## src/rtl/event_group_rr_arbiter.sv

```systemverilog
// Round-robin arbiter node for one level of the event-camera readout tree.
//
// Grants one child of a LVL_ROWS x LVL_COLS block at a time. The grant is held
// until the downstream readout acknowledges it, or until the child drops its
// request. After an acknowledged grant, the arbiter spends one cycle with no
// grant so the child can drop its request. It then arbitrates again.
//
// Ports:
//   clk_i        clock, rising edge
//   reset_i      asynchronous active-high reset
//   en_i         parent enable; a new grant may start only while high
//   req_i[N]     child requests, bit index = row*LVL_COLS + col
//   ack_i        downstream consumed the current event
//   gnt_o[N]     registered one-hot grant
//   gnt_valid_o  registered, equals |gnt_o
//   row_add_o    registered row of granted child
//   col_add_o    registered column of granted child
//   active_o     combinational OR of req_i, forwarded to the parent level
module event_group_rr_arbiter #(
    parameter int unsigned LVL_ROWS = 2,
    parameter int unsigned LVL_COLS = 2,
    parameter int unsigned LVL_ADD  = 1
) (
    input  logic                         clk_i,
    input  logic                         reset_i,
    input  logic                         en_i,
    input  logic [LVL_ROWS*LVL_COLS-1:0] req_i,
    input  logic                         ack_i,
    output logic [LVL_ROWS*LVL_COLS-1:0] gnt_o,
    output logic                         gnt_valid_o,
    output logic [LVL_ADD-1:0]           row_add_o,
    output logic [LVL_ADD-1:0]           col_add_o,
    output logic                         active_o
);

    localparam int unsigned N  = LVL_ROWS * LVL_COLS;
    localparam int unsigned PW = 2 * LVL_ADD;

    typedef enum logic [1:0] {StIdle, StGrant, StRelease} state_t;

    state_t             r_state, w_state_d;
    logic [PW-1:0]      r_ptr, w_ptr_d;
    logic [PW-1:0]      r_win, w_win_d;
    logic [N-1:0]       r_gnt, w_gnt_d;
    logic               r_valid, w_valid_d;
    logic [LVL_ADD-1:0] r_row, w_row_d;
    logic [LVL_ADD-1:0] r_col, w_col_d;

    logic               w_found;
    logic [PW-1:0]      w_pick;
    logic [PW-1:0]      w_idx;

    assign active_o = |req_i;

    // Search from the highest offset down, so the lowest offset from r_ptr wins.
    // N is a power of two, so the index wraps by truncation.
    always_comb begin
        w_found = 1'b0;
        w_pick  = '0;
        w_idx   = '0;
        for (int i = int'(N) - 1; i >= 0; i--) begin
            w_idx = r_ptr + PW'(i);
            if (req_i[w_idx]) begin
                w_found = 1'b1;
                w_pick  = w_idx;
            end
        end
    end

    always_comb begin
        w_state_d = r_state;
        w_ptr_d   = r_ptr;
        w_win_d   = r_win;
        w_gnt_d   = r_gnt;
        w_valid_d = r_valid;
        w_row_d   = r_row;
        w_col_d   = r_col;
        unique case (r_state)
            StIdle: begin
                if (en_i && w_found) begin
                    w_win_d          = w_pick;
                    w_gnt_d          = '0;
                    w_gnt_d[w_pick]  = 1'b1;
                    w_valid_d        = 1'b1;
                    w_row_d          = w_pick[PW-1:LVL_ADD];
                    w_col_d          = w_pick[LVL_ADD-1:0];
                    w_state_d        = StGrant;
                end
            end
            StGrant: begin
                // Acknowledge takes priority over a simultaneous withdrawal.
                if (ack_i) begin
                    w_ptr_d   = r_win + PW'(1);
                    w_gnt_d   = '0;
                    w_valid_d = 1'b0;
                    w_state_d = StRelease;
                end else if (!req_i[r_win]) begin
                    w_gnt_d   = '0;
                    w_valid_d = 1'b0;
                    w_state_d = StIdle;
                end
            end
            StRelease: begin
                w_state_d = StIdle;
            end
            default: begin
                w_gnt_d   = '0;
                w_valid_d = 1'b0;
                w_state_d = StIdle;
            end
        endcase
    end

    always_ff @(posedge clk_i or posedge reset_i) begin
        if (reset_i) begin
            r_state <= StIdle;
            r_ptr   <= '0;
            r_win   <= '0;
            r_gnt   <= '0;
            r_valid <= 1'b0;
            r_row   <= '0;
            r_col   <= '0;
        end else begin
            r_state <= w_state_d;
            r_ptr   <= w_ptr_d;
            r_win   <= w_win_d;
            r_gnt   <= w_gnt_d;
            r_valid <= w_valid_d;
            r_row   <= w_row_d;
            r_col   <= w_col_d;
        end
    end

    assign gnt_o       = r_gnt;
    assign gnt_valid_o = r_valid;
    assign row_add_o   = r_row;
    assign col_add_o   = r_col;

endmodule

```

## config.mk

```make
export PLATFORM = sky130hd
export DESIGN_NAME = event_group_rr_arbiter
export DESIGN_NICKNAME = d
export VERILOG_FILES = /design/src/rtl/event_group_rr_arbiter.sv
export SDC_FILE = /design/constraint.sdc
export NUM_CORES = 1
export LEC_CHECK = 0
export ABC_AREA = 1
export CORE_ASPECT_RATIO = 0.9
export CORE_MARGIN = 4
export CORE_UTILIZATION = 35
export CTS_CLUSTER_SIZE = 10
export DETAILED_ROUTE_END_ITERATION = 12
export PLACE_DENSITY_LB_ADDON = 0.3
export SYNTH_ARGS = -nofsm -noshare
export SYNTH_HDL_FRONTEND = slang
export SYNTH_SLANG_ARGS = --single-unit
export TNS_END_PERCENT = 20
```

## constraint.sdc

```tcl
create_clock -name clk_i -period 1.77 [get_ports clk_i]
set_input_delay 0.354 -clock clk_i [delete_from_list [all_inputs] [get_ports clk_i]]
set_output_delay 0.354 -clock clk_i [all_outputs]
set_load 0.005 [all_outputs]
```

==> results.toml <==
[run_status]
outcome = "finished, final reports clean"

[worst_setup_path]
critPathBufInv = 1
cp_data_arrival_time_ps = 1310
r2r_slack_ps = 240
end_kind = "output pin"
crit_end = "col_add_o"
crit_path_start = "r_win[0]"
crit_type = "reg -> out"
path_max_fanout = 8
path_cells = "clkdlybuf4s50_1"
crit_required_ps = 1420
slowest_delay_ps = 560
startpoint_type = "register"
crit_cells = 1
reg2reg_depth = 11
cpMaxStageDelayCell = "clkdlybuf4s50_1"
crit_family = "buffers and inverters"
timing.rr.start = "r_ptr[0]"
r2r_end = "gnt_o[0]"

[global_route]
grt_pass1_wl_um = 2950
overflow = 0
track_usage = 0.130
grt_pass1_vias = 756
antenna_found_initial = 0
grt_max_degree = 12

[clock_tree]
cts_tree = "yes"
hold_buffers = 0
root_buffer = "clkbuf_4"
cts_buffers = 3
clk_latency_ps = 260
htreeDepth = 1
clock_path_buffers = 2
cts.reportedPaths.clkPinSlew_ps = 70
cts_resized = 1
cts_setup_buffers = 0
cts.sinks = 11

[drt]
maxUsedRoutingLayer = "met4"
routed-wl-met2_um = 791
wl_met1_um = 747
wl_met3_um = 41
first_pass_iters = 4
ant_nets = 0
routed_wl_um = 1610
wl_per_cell_um = 10.0
via_count = 728
drc = 0
drt_iter0_markers = 9
vias_per_cell = 4.52

[timing]
worst_pin_slew_ps = 401
setup_tns_ps = 0
worst_slack_ps = 107
fin_crit_ps = 1660
rsz0062_at_grt = "false"
slew_violations = 0
fmax_mhz = 601
holdWs_ps = 370
hold_violations = 0
setup_viol = 0
slew_headroom = 0.732
clock_skew_ps = 2.59
post-route-period-util = 0.940

[yosys]
synth_cell_types = 19
synth_top_area_cell = "dfrtp_1"
synth_area_um2 = 738
syn_nets = 115
yosysTopAreaCellShare = 0.373
synthArstFlopShare = 1.00
synth_edf_count = 0
synthTopCellsByArea = "dfrtp_1 (37%), nand2_1 (22%), nand2_2 (12%)"
ys_ff_latch = 11
ys_seq_area_frac = 0.373
yosys_warnings = 0
synthFlopType = "dfrtp_1"
syn_avg_cell_area_um2 = 6.90
syn_inst = 107

[placement]
placement.io_buffers = 15
dp.cells = 157
place_congestion = 0.730
post_dp_cell_area_um2 = 991
dp_hpwl_um = 1370
dp_slack_ps = -150

[floorplanning]
ios = 16
core_um2 = 1950
start_util = 0.378
dieArea_um2 = 2910
fp.dieW_um = 56.4
die_h_um = 51.6
num_rows = 15

[cells_and_area]
final_layout_size_suffix_gt1_frac = 0.257
fin_area_um2 = 1020
fin_nets = 145
area_growth_pct = 37.6
final_cells = 161
antennaDiodeCount = 0

[pwr]
p_per_area_nw_per_um2 = 1600
ir_drop_mv = 0.753
leakagePower_nw = 0.553

[min_path]
hp-class = "in -> async"

[flow_run]
maxCapViolations = 0
-- power by group --
| group | internal, W | total [W] | switching, W |
|---|---|---|---|
| clock network | 0.0000871 | 0.000165 | 0.0000780 |
| registers | 0.000351 | 0.000483 | 0.000133 |
| logic | 0.000443 | 0.000976 | 0.000533 |
| total | 0.000881 | 0.00162 | 0.000744 |
-- Yosys cell counts, types with 2 or more instances --
master	instances
nand3_1	7
inv_1	10
a21oi_1	2
nand2_1	43
nand2_2	14
inv_2	2
o21ai_1	2
dfrtp_1	11
o21ai_0	5
nor2_1	2
-- through the flow --
| stage | utilization | total power, W |
|---|---|---|
| after floorplan | - | 0.00115 |
| after global placement | 0.508 | 0.00144 |
| after detailed placement | 0.508 | 0.00148 |
| after CTS | 0.521 | 0.00165 |
| after global routing | 0.521 | 0.00181 |
| final | 0.521 | 0.00162 |
-- how the worst min path moves through the flow --
stage,start,endpoint
2_1_floorplan,reset_i,gnt_o[0]
3_3_place_gp,gnt_valid_o,gnt_valid_o
3_5_place_dp,gnt_o[2],gnt_o[2]
4_1_cts,reset_i,gnt_valid_o
5_1_grt,reset_i,gnt_o[1]
6_report,reset_i,gnt_o[0]
-- kinds of logic after synthesis --
family / Yosys count / synth area share
AOI/OAI and AO/OA: 11 / 0.0831
xor gates and xnor gates: 1 / 0.0119
buffers and inverters: 14 / 0.0915
DFF: 11 / 0.373
and+or+nand+nor: 70 / 0.441
-- layout by cell type, fill, tap and decap left out, drive strengths merged, types with 3 or more instances in the layout --
cell type      instances
buf                   11
clkdlybuf4s50         14
o21ai                  7
nor2                   3
inv                   13
a21oi                  3
clkbuf                 4
dfrtp                 11
nand2                 58
nand3                  8
-- metal layers --
metal,GRT usage,vias to the layer above
met5,0,-
met4,0.0830,0
met3,0.0223,4
met2,0.232,10
met1,0.145,321
li1,-,393
-- sequential cells by signal (all words and copies together) (netlist names) --
name / cells
gnt_o: 4
gnt_valid_o: 1
r_ptr: 2
r_state: 2
r_win: 2
-- area by class of cell --
class / count / area, um^2
clock buffer: 4 / 26.3
fill: 209 / 936
inverter: 13 / 56.3
multi-input combinational: 82 / 395
sequential: 11 / 275
tap: 25 / 31.3
timing repair buffer: 26 / 231
No activity file was read; power rests on OpenSTA's default activity.
